## src/rtl/morse_decoder.sv

```systemverilog
// Morse receive path: synchronises the keyed line, times marks and spaces
// against the tick strobe, classifies each mark as dot or dash and emits the
// packed character once the following space reaches the character gap.
module morse_decoder #(
  parameter int unsigned DASH_TICKS = 3,
  parameter int unsigned GAP_TICKS  = 3,
  parameter int unsigned CNT_W      = 8
) (
  input  logic       clk_i,
  input  logic       rst_ni,
  input  logic       tick_i,
  input  logic       key_i,
  output logic [3:0] char_o,
  output logic [2:0] length_o,
  output logic       valid_o,
  output logic       error_o,
  output logic       busy_o
);

  localparam int unsigned MAX_ELEMS = 4;
  localparam int unsigned CODE_W    = 4;
  localparam int unsigned LEN_W     = 3;
  localparam int unsigned EXT_W     = CNT_W + 1;

  localparam logic [EXT_W-1:0] DASH_LIM = EXT_W'(DASH_TICKS);
  localparam logic [EXT_W-1:0] GAP_LIM  = EXT_W'(GAP_TICKS);
  localparam logic [CNT_W-1:0] CNT_SAT  = {CNT_W{1'b1}};
  localparam logic [LEN_W-1:0] ELEM_LIM = LEN_W'(MAX_ELEMS);

  typedef enum logic [1:0] {
    IDLE  = 2'd0,
    MARK  = 2'd1,
    SPACE = 2'd2
  } stateE;

  stateE              state;
  stateE              stateNext;

  logic               keyMeta;
  logic               keySync;
  logic               keyDly;
  logic               keyRise;
  logic               keyFall;

  logic [CNT_W-1:0]   cnt;
  logic [EXT_W-1:0]   cntExt;
  logic [EXT_W-1:0]   cntInc;
  logic               isDash;
  logic               gapOpen;
  logic               gapDone;

  logic [LEN_W-1:0]   elemCnt;
  logic [CODE_W-1:0]  shiftReg;
  logic               ovf;

  logic               startChar;
  logic               recordElem;
  logic               emitChar;

  // Two-flop synchroniser plus a delayed copy for edge detection
  always_ff @(posedge clk_i or negedge rst_ni) begin
    if (!rst_ni) begin
      keyMeta <= 1'b0;
      keySync <= 1'b0;
      keyDly  <= 1'b0;
    end else begin
      keyMeta <= key_i;
      keySync <= keyMeta;
      keyDly  <= keySync;
    end
  end

  assign keyRise = keySync & ~keyDly;
  assign keyFall = ~keySync & keyDly;

  // Counter comparisons are done one bit wider so the +1 never wraps
  assign cntExt  = {1'b0, cnt};
  assign cntInc  = cntExt + EXT_W'(1);
  assign isDash  = (cntExt >= DASH_LIM);
  assign gapOpen = (cntExt < GAP_LIM);
  assign gapDone = tick_i && (cntInc == GAP_LIM);

  // State register
  always_ff @(posedge clk_i or negedge rst_ni) begin
    if (!rst_ni) begin
      state <= IDLE;
    end else begin
      state <= stateNext;
    end
  end

  // Next-state decode; a rise during the space beats the terminating tick
  always_comb begin
    stateNext = state;
    case (state)
      IDLE: begin
        if (keyRise) begin
          stateNext = MARK;
        end
      end
      MARK: begin
        if (keyFall) begin
          stateNext = SPACE;
        end
      end
      SPACE: begin
        if (keyRise && gapOpen) begin
          stateNext = MARK;
        end else if (gapDone) begin
          stateNext = IDLE;
        end
      end
      default: begin
        stateNext = IDLE;
      end
    endcase
  end

  // Per-state control strobes for the datapath
  always_comb begin
    startChar  = 1'b0;
    recordElem = 1'b0;
    emitChar   = 1'b0;
    case (state)
      IDLE: begin
        startChar = keyRise;
      end
      MARK: begin
        recordElem = keyFall;
      end
      SPACE: begin
        emitChar = !(keyRise && gapOpen) && gapDone;
      end
      default: begin
        startChar = 1'b0;
      end
    endcase
  end

  // Duration counter: cleared on state change, saturating tick count otherwise
  always_ff @(posedge clk_i or negedge rst_ni) begin
    if (!rst_ni) begin
      cnt <= '0;
    end else if (stateNext != state) begin
      cnt <= '0;
    end else if ((state != IDLE) && tick_i && (cnt != CNT_SAT)) begin
      cnt <= cnt + CNT_W'(1);
    end
  end

  // Element accumulation; a fifth element only marks the character as bad
  always_ff @(posedge clk_i or negedge rst_ni) begin
    if (!rst_ni) begin
      elemCnt  <= '0;
      shiftReg <= '0;
      ovf      <= 1'b0;
    end else if (startChar) begin
      elemCnt  <= '0;
      shiftReg <= '0;
      ovf      <= 1'b0;
    end else if (recordElem) begin
      if (elemCnt < ELEM_LIM) begin
        shiftReg[elemCnt[1:0]] <= isDash;
        elemCnt                <= elemCnt + LEN_W'(1);
      end else begin
        ovf <= 1'b1;
      end
    end else if (emitChar) begin
      ovf <= 1'b0;
    end
  end

  // Registered character outputs and strobes; char/length hold between emits
  always_ff @(posedge clk_i or negedge rst_ni) begin
    if (!rst_ni) begin
      char_o   <= '0;
      length_o <= '0;
      valid_o  <= 1'b0;
      error_o  <= 1'b0;
      busy_o   <= 1'b0;
    end else begin
      valid_o <= emitChar && !ovf;
      error_o <= emitChar && ovf;
      busy_o  <= (stateNext != IDLE);
      if (emitChar && !ovf) begin
        char_o   <= shiftReg;
        length_o <= elemCnt;
      end
    end
  end

endmodule

```

## config.mk

```make
export PLATFORM = sky130hd
export DESIGN_NAME = morse_decoder
export DESIGN_NICKNAME = d
export VERILOG_FILES = /design/src/rtl/morse_decoder.sv
export SDC_FILE = /design/constraint.sdc
export NUM_CORES = 1
export LEC_CHECK = 0
export ABC_AREA = 1
export CAP_MARGIN = 20
export CORE_ASPECT_RATIO = 1.25
export CORE_UTILIZATION = 56
export DETAILED_ROUTE_END_ITERATION = 10
export DONT_BUFFER_PORTS = 1
export PLACE_DENSITY = 0.74
export SETUP_SLACK_MARGIN = 0.3
export SLEW_MARGIN = 20
export SYNTH_ARGS = -nofsm -noshare
export SYNTH_HDL_FRONTEND = slang
export SYNTH_SLANG_ARGS = --single-unit
```

## constraint.sdc

```tcl
create_clock -name clk_i -period 1.85 [get_ports clk_i]
set_clock_uncertainty 0.2 [all_clocks]
set_input_delay 0.185 -clock clk_i [delete_from_list [all_inputs] [get_ports clk_i]]
set_output_delay 0.185 -clock clk_i [all_outputs]
set_load 0.005 [all_outputs]
```

==> results_tabular.tex <==
\begin{tabular}{lr}
\hline
Metric & Value \\
\hline
\multicolumn{2}{l}{\textbf{Synth}} \\
Number of distinct standard cells referenced by the synthesized netlist & 25 \\
Top post-synthesis cells by area & sky130\_fd\_sc\_hd\_\_dfrtp\_1 46\%, sky130\_fd\_sc\_hd\_\_nand2\_1 11\%, sky130\_fd\_sc\_hd\_\_inv\_1 5.1\% \\
Biggest area consumer among synthesized cells & sky130\_fd\_sc\_hd\_\_dfrtp\_1 \\
Post-Synthesis Cells & around 200 \\
Number of nets in the synthesized netlist & 209 \\
Synth Area per Inst & about 8.5 um\^{}2 \\
Number of warnings reported in the yosys synthesis log & 0 \\
Yosys reg bits & 31 \\
Sequential share of the synthesized area & 0.461 \\
Area share of the largest cell type after synthesis & 0.461 \\
Cell area after synthesis & approximately 1700 um\^{}2 \\
\multicolumn{2}{l}{\textbf{GRT}} \\
Via count of the first global-routing pass & about 1,400 \\
Number of antenna violations at the first check in global routing & 0 \\
Global-route wire length before repair & about 6000 um \\
Maximum number of pins on one net before global-route repair & 32 \\
Final global-route overflow total & 0 \\
Global-route usage over all layers & 0.253 \\
\multicolumn{2}{l}{\textbf{Route}} \\
Post-Route WL & about 3600 um \\
DR vias/cell & 5.35 \\
Number of remaining DRC errors & 0 \\
Vias & 1,402 \\
Count of routing violations after the opening detailed-route iteration & 32 \\
Per-cell routed wire length & around 14 um \\
Number of detailed-route iterations in the first pass & 4 \\
Number of antenna-violating nets in the routed design & 0 \\
\multicolumn{2}{l}{\textbf{Timing}} \\
Number of hold-slack violations in the final timing report & 0 \\
Top achievable clock speed & about 0.53 GHz \\
Transition at the pin with the smallest max-transition slack & 0.370 ns \\
Share of the clock period used by the worst path after layout & 1.01 \\
Post-route setup slack & -0.0192 ns \\
Slew margin rel. & 0.751 \\
Worst Hold Margin & between 0.06 and 0.07 ns \\
Setup repair after global routing missed its margin & yes \\
Final critical delay including setup and external delays & around 1.9 ns \\
Fin. max-slew vios & 0 \\
Final setup violation count & 13 \\
\multicolumn{2}{l}{\textbf{Critical path}} \\
Worst reg2reg endpoint & valid\_o \\
Startpoint of the most critical register-to-register path & cnt[1] \\
Sort of element at the end of the critical path & flop \\
Slowest-stage cell, CP & sky130\_fd\_sc\_hd\_\_dfrtp\_1 \\
Critical setup path kind & flop to flop \\
Data arrival time of the critical path & $\sim$2.0 ns \\
Number of buffers and inverters on the critical path & 3 \\
CP endpoint & valid\_o \\
List of cells traversed by the critical path & ha\_2 > nand2\_2 > inv\_2 > nand3\_1 > nand2\_2 > nand4\_4 > nor2\_8 > nand3\_4 > buf\_4 > inv\_2 \\
Crit path depth & 10 \\
Max Fanout on Critical Path & 8 \\
Number of cells traversed by the worst register-to-register path & 10 \\
Critical path startpoint category & flop \\
Required time at the endpoint of the critical path & around 1.9 ns \\
Family with the most delay on the worst path & simple AND/OR/NAND/NOR gates \\
Worst R2R Setup Slack & -0.02 ns \\
Source of the critical timing path & cnt[1] \\
CP max stage delay & 0.37 ns \\
\multicolumn{2}{l}{\textbf{Hold path}} \\
HP Class & input port to flop \\
\multicolumn{2}{l}{\textbf{Final layout}} \\
Fillers & around 200 \\
Fraction of layout instances using a drive strength above 1 & 0.382 \\
Synthesis-to-finish area growth & 26.2\% \\
Util after Layout & 0.770 \\
Sequential cell area & slightly below 800 um\^{}2 \\
Multi-input combinational cell area & just over 900 um\^{}2 \\
Number of antenna cells inserted & 0 \\
Count of non-filler cells in the finished layout & 262 \\
Nets & approximately 240 \\
\multicolumn{2}{l}{\textbf{Power}} \\
Total power draw & $\sim$2200 uW \\
Peak VDD IR & around 1.3 mV \\
Cell Pwr Density & about 1100 nW/um\^{}2 \\
Pleak & about 0.0010 uW \\
\multicolumn{2}{l}{\textbf{Floorplan}} \\
Die Span X & between 50 and 60 um \\
Top-level I/O count & 14 \\
Core area & 2760 um\^{}2 \\
Die outline height & between 60 and 70 um \\
Area enclosed by the die boundary & 3230 um\^{}2 \\
Standard-cell row count & 21 \\
Starting utilization of the core area & 0.610 \\
\multicolumn{2}{l}{\textbf{Place}} \\
Global placement routability congestion & roughly 0.82 \\
Total of buffers placed on input and output ports & 0 \\
DP Cell Count & $\sim$240 \\
Hpwl dp & $\sim$2500 um \\
\multicolumn{2}{l}{\textbf{Outcome}} \\
Failing checks & setup timing \\
Outcome & finished, violations left \\
\multicolumn{2}{l}{\textbf{CTS}} \\
Clock tree from TritonCTS & built \\
Clock buffer count from CTS & 5 \\
Number of sinks driven by the clock tree & 31 \\
CTS H-Tree Depth & 2 \\
Clock tree root driver cell & sky130\_fd\_sc\_hd\_\_clkbuf\_4 \\
Clock-pin slew on the worst setup and hold paths & $\sim$0.1 ns \\
Buffer levels on the longest clock path & 2 \\
Later-pin clock latency in the skew report & $\sim$0.33 ns \\
\multicolumn{2}{l}{\textbf{Run}} \\
Number of max-cap violations & 0 \\
\hline
\end{tabular}
-- final cells by class --
| cell class | instances | share of cell area |
|---|---|---|
| clock buffers | 6 | 0.0241 |
| clock inverters | 2 | 0.0165 |
| inverters | 27 | 0.0477 |
| multi-input cells | 141 | 0.439 |
| flip-flops and latches | 31 | 0.366 |
| well taps | 34 | 0.0200 |
| repair buffers | 21 | 0.0872 |
-- how the worst min path moves through the flow --
stage	startpoint	to	slack (ns)	cells past startpoint
after floorplan	rst_ni	busy_o	-0.31	0
after global placement	rst_ni	shiftReg[0]	-0.31	0
after detailed placement	rst_ni	shiftReg[1]	-0.31	0
after CTS	rst_ni	shiftReg[1]	0.07	2
after global routing	tick_i	cnt[3]	0.07	5
final	tick_i	cnt[3]	0.06	5
-- cell usage in the layout (no fill, tap or decap), types with 4 or more instances in the layout --
master	synthesis	layout
sky130_fd_sc_hd__nor2_1	16	14
sky130_fd_sc_hd__nor2_4	2	5
sky130_fd_sc_hd__dfrtp_1	31	30
sky130_fd_sc_hd__o21ai_0	8	7
sky130_fd_sc_hd__a21oi_1	9	9
sky130_fd_sc_hd__clkbuf_4	0	5
sky130_fd_sc_hd__o21ai_2	0	4
sky130_fd_sc_hd__nand3_1	6	6
sky130_fd_sc_hd__nor2_2	10	9
sky130_fd_sc_hd__inv_1	23	19
sky130_fd_sc_hd__o21ai_1	8	4
sky130_fd_sc_hd__nand2_2	5	20
sky130_fd_sc_hd__inv_2	3	7
sky130_fd_sc_hd__nand4_1	9	9
sky130_fd_sc_hd__nand2_1	51	34
sky130_fd_sc_hd__buf_4	0	15
sky130_fd_sc_hd__ha_1	6	4
-- where the power goes --
| group | internal (uW) | switching [uW] |
|---|---|---|
| Sequential | 793 | 97.8 |
| Combinational | 314 | 504 |
| Clock | 319 | 219 |
-- registers in the layout (all words and copies together) (netlist names) --
| name | count |
|---|---|
| error_o | 1 |
| cnt | 8 |
| busy_o | 1 |
| ovf | 1 |
| keySync | 1 |
| length_o | 3 |
| keyDly | 1 |
| shiftReg | 4 |
| char_o | 4 |
| keyMeta | 1 |
| valid_o | 1 |
| elemCnt | 3 |
| state | 2 |
-- layer usage --
| layer | vias to the layer above | global-route usage | part of all wire |
|---|---|---|---|
| met2 | 23 | 0.454 | 0.55 |
| met4 | 0 | 0.104 | 0.018 |
| met5 | - | 0 | 0 |
| li1 | 701 | - | - |
| met3 | 8 | 0.0604 | 0.029 |
| met1 | 670 | 0.276 | 0.40 |
-- cells in the mapped netlist (all sizes together) --
library cell  instances
clkinv                1
nand4                11
inv                  26
ha                    6
nand2                57
nor3                  1
dfrtp                31
o21ai                16
nand3b                1
nor2                 29
xor2                  1
nand3                 9
a21oi                10
-- cells by family (layout without fill, tap and decap cells) --
family / after synthesis / after routing / synth area share
DFF: 31 / 31 / 0.461
AOI/OAI and AO/OA: 26 / 26 / 0.0840
xor gates and xnor gates: 1 / 1 / 0.00520
and+or+nand+nor: 108 / 108 / 0.345
adders and majority gates: 6 / 6 / 0.0446
buffers and inverters: 27 / 56 / 0.0602
-- worst reg2reg max path, stage by stage (launching register included) --
cell	delay, ns
sky130_fd_sc_hd__dfrtp_1	0.37
sky130_fd_sc_hd__ha_2	0.21
sky130_fd_sc_hd__nand2_2	0.09
sky130_fd_sc_hd__inv_2	0.11
sky130_fd_sc_hd__nand3_1	0.08
sky130_fd_sc_hd__nand2_2	0.11
sky130_fd_sc_hd__nand4_4	0.14
sky130_fd_sc_hd__nor2_8	0.18
sky130_fd_sc_hd__nand3_4	0.14
sky130_fd_sc_hd__buf_4	0.17
sky130_fd_sc_hd__inv_2	0.03
-- repair_timing --
action	CTS	global route
gates resized for setup	12	22
hold buffers	4	0
buffers inserted	7	4
endpoints found under the hold margin	36	0
pin swaps	10	13
setup endpoints to repair	27	27
-- stage by stage --
stage | setup TNS, ns | instance area [um^2] | setup WS (ns)
floorplan | 0 | 1710 | 0.0938
finish | -0.137 | 2120 | -0.0192
detailed placement | -0.0151 | 1800 | -0.00990
CTS | -0.00103 | 2020 | -0.00103
global placement | 0 | 1800 | 0.0411
global route | -1.86 | 2120 | -0.111
Power figures use the tool's default switching activity.
